[src/rtl/bowling_scorer_mp.sv]
// bowling_scorer_mp: clocked multi-player bowling scorer with incremental strike/spare bonus
// and index-selected per-frame readout.
module bowling_scorer_mp #(
  parameter int FRAMES  = 10,
  parameter int PINS    = 10,
  parameter int PLAYERS = 2,
  parameter int PIN_W   = 4,
  parameter int FRAME_W = 6,
  parameter int TOTAL_W = 11,
  localparam int PW = (PLAYERS > 1) ? $clog2(PLAYERS) : 1
) (
  input  logic               clk,
  input  logic               reset,
  input  logic [PIN_W-1:0]   pointIn,
  input  logic               button,
  input  logic [PW-1:0]      player_sel,
  input  logic [3:0]         frame_sel,
  output logic [FRAME_W-1:0] frameScore,
  output logic               frameValid,
  output logic [TOTAL_W-1:0] pointAll,
  output logic [PW-1:0]      curPlayer,
  output logic [3:0]         curFrame,
  output logic [1:0]         curRoll,
  output logic               rollAccept,
  output logic               rollError,
  output logic               gameOver
);
  logic [FRAME_W-1:0] score_q [PLAYERS][FRAMES];
  logic [FRAME_W-1:0] score_d [PLAYERS][FRAMES];
  logic [1:0]         pend_q  [PLAYERS][FRAMES];
  logic [1:0]         pend_d  [PLAYERS][FRAMES];
  logic               done_q  [PLAYERS][FRAMES];
  logic               done_d  [PLAYERS][FRAMES];
  logic [TOTAL_W-1:0] total_q [PLAYERS];
  logic [TOTAL_W-1:0] total_d [PLAYERS];
  logic [PW-1:0]      player_q, player_d;
  logic [3:0]         frame_q, frame_d;
  logic [1:0]         roll_q, roll_d;
  logic [PIN_W-1:0]   stand_q, stand_d;
  logic               over_q, over_d, acc_q, acc_d, err_q, err_d, button_q;
  logic               press, accept, strike, last_frame, last_player, frame_end;
  logic [FRAME_W-1:0] cur_score, sum2;
  logic [PIN_W-1:0]   rem;
  logic [1:0]         new_pend;

  always_ff @(posedge clk or negedge reset)
    if (!reset) begin
      score_q  <= '{default: '0};
      pend_q   <= '{default: '0};
      done_q   <= '{default: '0};
      total_q  <= '{default: '0};
      player_q <= '0;
      frame_q  <= 4'd1;
      roll_q   <= 2'd1;
      stand_q  <= PIN_W'(PINS);
      over_q   <= 1'b0;
      acc_q    <= 1'b0;
      err_q    <= 1'b0;
      button_q <= 1'b0;
    end else begin
      score_q  <= score_d;
      pend_q   <= pend_d;
      done_q   <= done_d;
      total_q  <= total_d;
      player_q <= player_d;
      frame_q  <= frame_d;
      roll_q   <= roll_d;
      stand_q  <= stand_d;
      over_q   <= over_d;
      acc_q    <= acc_d;
      err_q    <= err_d;
      button_q <= button;
    end

  always_comb begin
    cur_score = '0;
    for (int i = 0; i < PLAYERS; i++)
      for (int f = 0; f < FRAMES; f++)
        if (i == int'(player_q) && f == int'(frame_q) - 1) cur_score = score_q[i][f];
    press       = button && !button_q;
    accept      = press && !over_q && (pointIn <= stand_q);
    last_frame  = int'(frame_q) == FRAMES;
    last_player = int'(player_q) == PLAYERS - 1;
    strike      = roll_q == 2'd1 && pointIn == PIN_W'(PINS);
    sum2        = cur_score + FRAME_W'(pointIn);
    rem         = stand_q - pointIn;
    // The final frame's own score equals its rolls, so roll1+roll2 >= PINS means strike or spare
    frame_end   = last_frame ? (roll_q == 2'd3 || (roll_q == 2'd2 && sum2 < FRAME_W'(PINS)))
                             : (strike || roll_q == 2'd2);
    new_pend    = last_frame ? 2'd0 : strike ? 2'd2
                : (roll_q == 2'd2 && sum2 == FRAME_W'(PINS)) ? 2'd1 : 2'd0;
    score_d  = score_q;
    pend_d   = pend_q;
    done_d   = done_q;
    total_d  = total_q;
    player_d = player_q;
    frame_d  = frame_q;
    roll_d   = roll_q;
    stand_d  = stand_q;
    over_d   = over_q;
    acc_d    = accept;
    err_d    = press && !accept;
    if (accept) begin
      for (int i = 0; i < PLAYERS; i++)
        if (i == int'(player_q))
          for (int f = 0; f < FRAMES; f++)
            if (f == int'(frame_q) - 1) begin
              score_d[i][f] = score_q[i][f] + FRAME_W'(pointIn);
              pend_d[i][f]  = new_pend;
              done_d[i][f]  = frame_end;
              total_d[i]    = total_d[i] + TOTAL_W'(pointIn);
            end else if (pend_q[i][f] != 2'd0) begin
              score_d[i][f] = score_q[i][f] + FRAME_W'(pointIn);
              pend_d[i][f]  = pend_q[i][f] - 2'd1;
              total_d[i]    = total_d[i] + TOTAL_W'(pointIn);
            end
      stand_d = (frame_end || rem == '0) ? PIN_W'(PINS) : rem;
      roll_d  = frame_end ? 2'd1 : roll_q + 2'd1;
      if (frame_end) begin
        if (!last_player) player_d = player_q + PW'(1);
        else if (!last_frame) begin
          player_d = '0;
          frame_d  = frame_q + 4'd1;
        end else begin
          over_d = 1'b1;
          roll_d = roll_q;
        end
      end
    end
  end

  always_comb begin
    frameScore = '0;
    frameValid = 1'b0;
    pointAll   = '0;
    for (int i = 0; i < PLAYERS; i++)
      if (i == int'(player_sel)) begin
        pointAll = total_q[i];
        for (int f = 0; f < FRAMES; f++)
          if (f == int'(frame_sel) - 1) begin
            frameScore = score_q[i][f];
            frameValid = done_q[i][f] && pend_q[i][f] == 2'd0;
          end
      end
  end

  assign curPlayer  = player_q;
  assign curFrame   = frame_q;
  assign curRoll    = roll_q;
  assign rollAccept = acc_q;
  assign rollError  = err_q;
  assign gameOver   = over_q;
endmodule
[config.mk]
export PLATFORM = sky130hd
export DESIGN_NAME = bowling_scorer_mp
export DESIGN_NICKNAME = d
export VERILOG_FILES = /design/src/rtl/bowling_scorer_mp.sv
export SDC_FILE = /design/constraint.sdc
export NUM_CORES = 1
export LEC_CHECK = 0
export ABC_AREA = 1
export ABC_CLOCK_PERIOD_IN_PS = 13400
export CORE_ASPECT_RATIO = 1.1
export CORE_MARGIN = 5
export CORE_UTILIZATION = 65
export CTS_CLUSTER_SIZE = 20
export DETAILED_ROUTE_END_ITERATION = 16
export GPL_TIMING_DRIVEN = 0
export PLACE_DENSITY = 0.93
export RECOVER_POWER = 50
export SYNTH_ARGS = -nofsm -noshare
export SYNTH_HDL_FRONTEND = slang
export SYNTH_SLANG_ARGS = --single-unit
[constraint.sdc]
create_clock -name clk -period 13.4 [get_ports clk]
set_clock_uncertainty 0.05 [all_clocks]
set_input_delay 4.02 -clock clk [delete_from_list [all_inputs] [get_ports clk]]
set_output_delay 4.02 -clock clk [all_outputs]
set_load 0.05 [all_outputs]
; After elaboration in Yosys (flattened, before gate mapping)
; Index checks and enable logic that the tools add are counted.
[totals]
ramBits = 0
out_inout_bits = 28
romBits = 0
latchBits = 0
in_bits = 12
mem_count = 0
register_bits = 217
elab_cells = 561
[op_classes]
n_reduce_logical = 162
mul = 0
addsub = 67
muxes = 232
n_eq_ne = 25
n_lt_le_gt_ge = 2
n_shift = 0
div = 0
bitwise_logic = 3
[ops]
columns = op, n
row1 = two-way mux 11 bit, 77
row2 = two-way mux 6 bit, 82
row3 = adder 11 x 4 -> 11 bit, 20
row4 = adder 6 x 4 -> 6 bit, 21
row5 = AND reduction 3 bit, 40
row6 = two-way mux 2 bit, 46
row7 = nonzero test 2 bit, 40
row8 = logical NOT 32 bit, 2
row9 = logical AND 1 bit, 47
row10 = equality test 4 x 5 -> 1 bit (first input constant), 8
row11 = logical NOT 2 bit, 20
row12 = subtractor 2 x 1 -> 2 bit (second input constant), 20
row13 = two-way mux 1 bit, 26
row14 = equality test 3 x 5 -> 1 bit (first input constant), 4
row15 = equality test 5 bit (first input constant), 4
row16 = equality test 2 x 5 -> 1 bit (first input constant), 2
row17 = subtractor 4 x 1 -> 5 bit (second input constant), 2
row18 = equality test 4 bit (second input constant), 2
row19 = AND reduction 2 bit, 4
row20 = AND reduction 4 bit, 2
row21 = equality test 6 x 4 -> 1 bit (second input constant), 1
row22 = less-than comparator 6 x 4 -> 1 bit (second input constant), 1
row23 = adder 4 x 1 -> 4 bit (second input constant), 1
row24 = equality test 2 bit (second input constant), 2
row25 = 11 further kinds, 17

; Longest topological paths before layout
[depth]
depth_word = 48
depth_mapped = 63
depth_no_buf = 62

; Worst setup path after synthesis
; No wires, ideal clock.
[synth_timing]
kind = input to register
start = in pointIn[1]
end = reg total_q[21] (netlist name)
cell_stages = 47
setup_ps = 118
n_path_buf = 0
t_arrival_ps = 13529
setup_slack_ps = -297
t_required_ps = 13232
cell_sequence = inv_1 > fa_1 > nand2_1 > o21ai_0 > inv_1 > fa_1 > nand2_1 > o21ai_0 > fa_1 > or2_0 > o21ai_0 > fa_1 > o21ai_1 > inv_1 > fa_1 > o21ai_1 > inv_1 > fa_1 > [11 not listed] > nand2_1 > nor2_1 > a211oi_1 > nand2_1 > a21oi_1 > a31oi_1 > ha_1 > nand3_1 > a21oi_1 > nand2_1 > nor2_1 > nand3_1 > nor2_1 > nand3_1 > a21oi_1 > nand2_1 > nand3_1 > nand2_1
[synth_via]
elab_chain_len = 48
word_cells_on_any_way = 51
cone_classes = 10 x add/sub / 1 x order compare / 38 x mux / 2 x reduce/logical
[synth_rtl]
columns = element, line_no
row1 = start: declaration, 14  ; input logic [PIN_W-1:0] pointIn,
row2 = adder 11 x 4 -> 11 bit, "111, 115"
row3 = two-way mux 11 bit, 112  ; end else if (pend_q[i][f] != 2'd0) begin
row4 = two-way mux 11 bit, 107  ; if (f == int'(frame_q) - 1) begin
row5 = two-way mux 11 bit, 105  ; if (i == int'(player_q))
row6 = two-way mux 11 bit, 103  ; if (accept) begin
row7 = adder 11 x 4 -> 11 bit, "111, 115"
row8 = two-way mux 11 bit, 112
row9 = two-way mux 11 bit, 107
row10 = [32 not listed], --
row11 = adder 11 x 4 -> 11 bit, "111, 115"
row12 = two-way mux 11 bit, 112
row13 = two-way mux 11 bit, 107
row14 = two-way mux 11 bit, 105
row15 = two-way mux 11 bit, 103
row16 = adder 11 x 4 -> 11 bit, "111, 115"
row17 = two-way mux 11 bit, 112
row18 = two-way mux 11 bit, 107
row19 = end signal: assignment, 64  ; total_q <= total_d;
row20 = end: declaration, 34  ; logic [TOTAL_W-1:0] total_q [PLAYERS];
; Parallel ways exist; a longest one is shown, timed or not. The select of a mux whose other input is x is not followed.
; A chain may end at the register's enable or synchronous reset.

; Worst setup path in the final report
[layout_timing]
start = in frame_sel[2]
end = out frameScore[4]
[layout_via]
elab_chain_len = 24
word_cells_on_any_way = 33
cone_classes = 1 x add/sub / 9 x eq/ne / 22 x mux / 1 x reduce/logical
[layout_rtl]
columns = element, line_no
row1 = start: declaration, 17  ; input logic [3:0] frame_sel,
row2 = subtractor 4 x 1 -> 5 bit (*), 140  ; if (f == int'(frame_sel) - 1) begin
row3 = logical NOT 32 bit, 140
row4 = two-way mux 6 bit (10 in a row), 140
row5 = two-way mux 6 bit, 137  ; if (i == int'(player_sel)) begin
row6 = two-way mux 6 bit (10 in a row), 140
row7 = two-way mux 6 bit (*), 137
row8 = end: declaration, 18  ; output logic [FRAME_W-1:0] frameScore,
; Every way passes the cells marked *; elsewhere a longest branch is shown, timed or not.

==> metrics <==
Routed wire per std cell 17.3 um; flip-flop and latch area 0.00544 sq mm; most common cell after layout, fill and taps aside nand2_1; number of port buffers 38; core area 0.0342 sq mm; GPL Wtd Cong 1.01; RSZ-0062 raised after global routing true; gr busiest metal met2; Placement Rows 71; Filler cells 2735; clk slew on worst S/H paths 60 ps; post-synthesis sequential area ratio 24.2%; Syn Nets 3671; Ys Warns 0; worst skew pair latency 580 ps; GRT Overall Usage 34.6%; detailed-route via count 23651; Post-DP Area 0.0236 sq mm; GR Util met2 58.4%; startpoint types primary input; Gate Count Post-Synth 3419; met1 GRT Util 43.3%; io pins 40; largest net degree at the start of global routing 96; DRC Markers 0; TritonCTS clock tree done; clk sinks 217; clock root buffer clkbuf_16; Min Clock Period, post-route 13420 ps; Design Area, Final 0.0246 sq mm; crit path kind in2out; CTS max path bufs 3; period utilization 100%; FF+latch count, synth 217; share of cells above drive strength 1 7.02%; WL final 68.7 mm; area grow syn2layout 9.38%; Routed Antenna Nets 0; fmax 74.5 MHz; setup slack after layout -17.0 ps; number of iterations in the first detailed-routing pass 7; Fin. Hold Viols 0; first-pass GRT wire length 110 mm; CP Max Fanout 10; vias in the first global route 22353; mapped cell area 0.0225 sq mm; CP Capture Type output port; die width 187 um; Die ar. 0.0384 sq mm; ANT cells 0; CTS buffer count 26; post-DP HPWL 50.6 mm; Final Net Count 3756; maximum vdd drop 0.244 mV; met3 usage 5.18%; crit path DAT 9350 ps; commonest non-fill, non-tap cells in the layout nand2_1, inv_1, nor2_1; internal reg-to-reg setup slack 2840 ps; Multi-input gate area 0.0150 sq mm; First DRT Iteration DRCs 2572; # setup viols final 1; vias per cell 5.97; Max-Cap Viols 3; Cell Pwr Density 203 mW/mm^2; Leak 12.6 nW; Netlist cell types 51; Max Slew Vio Count 222; non-filler cells, final 3959; hold crit path type reg2reg; GRT overflow 0; Initial Util 65.8%; failing checks max-capacitance violations, max-slew violations, negative setup slack; slew at the pin closest to its max-slew limit 3810 ps; initial antenna violation count 0; outcome finished, violations left; Die Y-Extent 205 um; CTS H-Tree Depth 1; max_slew headroom -154%; CP Data Required Time 9330 ps; synthesized area per cell 6.58 sq um; placed insts 3901
-- path summary, 6_finish.rpt --
| check | startpoint | endpoint | cells past startpoint |
|---|---|---|---|
| setup reg to reg | curFrame[0]$_DFFE_PN1P_ | total_q[21]$_DFFE_PN0P_ | 51 |
| setup / recovery | frame_sel[2] | frameScore[4] | 21 |
| hold reg to reg | score_q[53]$_DFFE_PN0P_ | score_q[53]$_DFFE_PN0P_ | 1 |
| max in group asynchronous | reset | score_q[59]$_DFFE_PN0P_ | 3 |
| hold / removal | score_q[53]$_DFFE_PN0P_ | score_q[53]$_DFFE_PN0P_ | 1 |
| min in group asynchronous | reset | score_q[80]$_DFFE_PN0P_ | 1 |
-- layout make-up --
type | instances | area share [%]
Buffer | 44 | 0.757
Tap cell | 438 | 2.23
Sequential cell | 217 | 22.1
Inverter | 526 | 8.08
Clock buffer | 34 | 2.89
Multi-Input combinational cell | 2632 | 61.1
Clock inverter | 11 | 0.295
Timing Repair Buffer | 57 | 2.55
-- synthesized netlist by cell type, drive strengths merged --
master	count	area [sq um]
a211oi	25	188
a21o	1	7.51
a21oi	193	966
a22oi	3	22.5
a31oi	15	93.8
and2	8	50.1
and3	1	6.26
buf	9	55.1
clkbuf	35	131
clkinv	10	37.5
dfrtp	213	5330
dfstp	4	105
fa	42	841
ha	198	2480
inv	516	1950
nand2	945	3740
nand3	219	1220
nand3b	23	173
nand4	22	138
nor2	379	1520
nor3	12	60.1
nor3b	1	7.51
nor4	1	6.26
o2111ai	8	70.1
o211a	4	40.0
o211ai	34	255
o21ai	349	1760
o21bai	3	22.5
o221ai	13	114
o22ai	9	56.3
o311ai	1	8.76
o31ai	5	37.5
or2	14	87.6
xnor2	39	360
xor2	65	569
-- repair_timing --
action | in CTS | in global routing
endpoints found under the setup margin | 20 | 17
gates cloned | 0 | 2
pin swaps | 0 | 11
hold buffers | 0 | 0
gates resized for setup | 10 | 48
buffers inserted | 2 | 9
-- through the flow --
stage / total power [W] / utilization, % / TNS [ps] / setup slack [ps] / hold WS (ps)
finish: 0.00501 / 72.0 / -17.0 / -17.0 / 425
global route: 0.00554 / 72.0 / -673 / -165 / 436
CTS: 0.00468 / 71.3 / 0 / 12.2 / 426
floorplan: 0.00340 / - / 0 / 14.4 / 392
detailed placement: 0.00398 / 68.9 / -29360 / -2020 / 415
global placement: 0.00385 / 68.5 / -396130 / -5780 / 408
-- metal layers --
| layer | wire length, um | up-vias |
|---|---|---|
| met5 | 0 | - |
| met1 | 26200 | 10759 |
| li1 | - | 11287 |
| met4 | 4160 | 0 |
| met2 | 31700 | 1285 |
| met3 | 6610 | 320 |
-- power breakdown --
group          leakage, nW  switching [W]  total [W]  internal, W
clock                0.390       0.000313   0.000686     0.000373
sequential            2.46   0.0000000851   0.000656     0.000656
combinational         9.71        0.00231    0.00366      0.00136
-- flip-flops by register name, summed over array words and instances (netlist names) --
| name | flops |
|---|---|
| button_q | 1 |
| curFrame | 4 |
| curRoll | 2 |
| rollError | 1 |
| stand_q | 4 |
| score_q | 120 |
| done_q | 20 |
| pend_q | 40 |
| rollAccept | 1 |
| gameOver | 1 |
| total_q | 22 |
| curPlayer | 1 |
-- cells by family after synthesis --
| family | count (synthesis) | share of synthesized area, % |
|---|---|---|
| adder cells (fa/ha/maj) | 240 | 14.7 |
| AO/OA/AOI/OAI | 663 | 16.2 |
| XOR/XNOR | 104 | 4.13 |
| buffers and inverters | 570 | 9.65 |
| flip-flops | 217 | 24.2 |
| AND/OR/NAND/NOR | 1625 | 31.2 |
-- critical path: stages --
cell and delay, ps:
clkdlybuf4s50_1 510, inv_1 50, nor2_1 80, inv_1 80
nor2_1 690, clkinv_1 610, o21ai_0 490, o2111ai_1 170
o211ai_1 230, a21oi_1 130, o22ai_1 250, nand2_1 110
o211ai_1 120, o21ai_0 160, o21ai_0 210, o211ai_1 140
o211ai_1 120, o21ai_0 180, o21bai_1 170, nand2_1 100
clkdlybuf4s50_1 720
No activity file was read; power rests on OpenSTA's default activity.
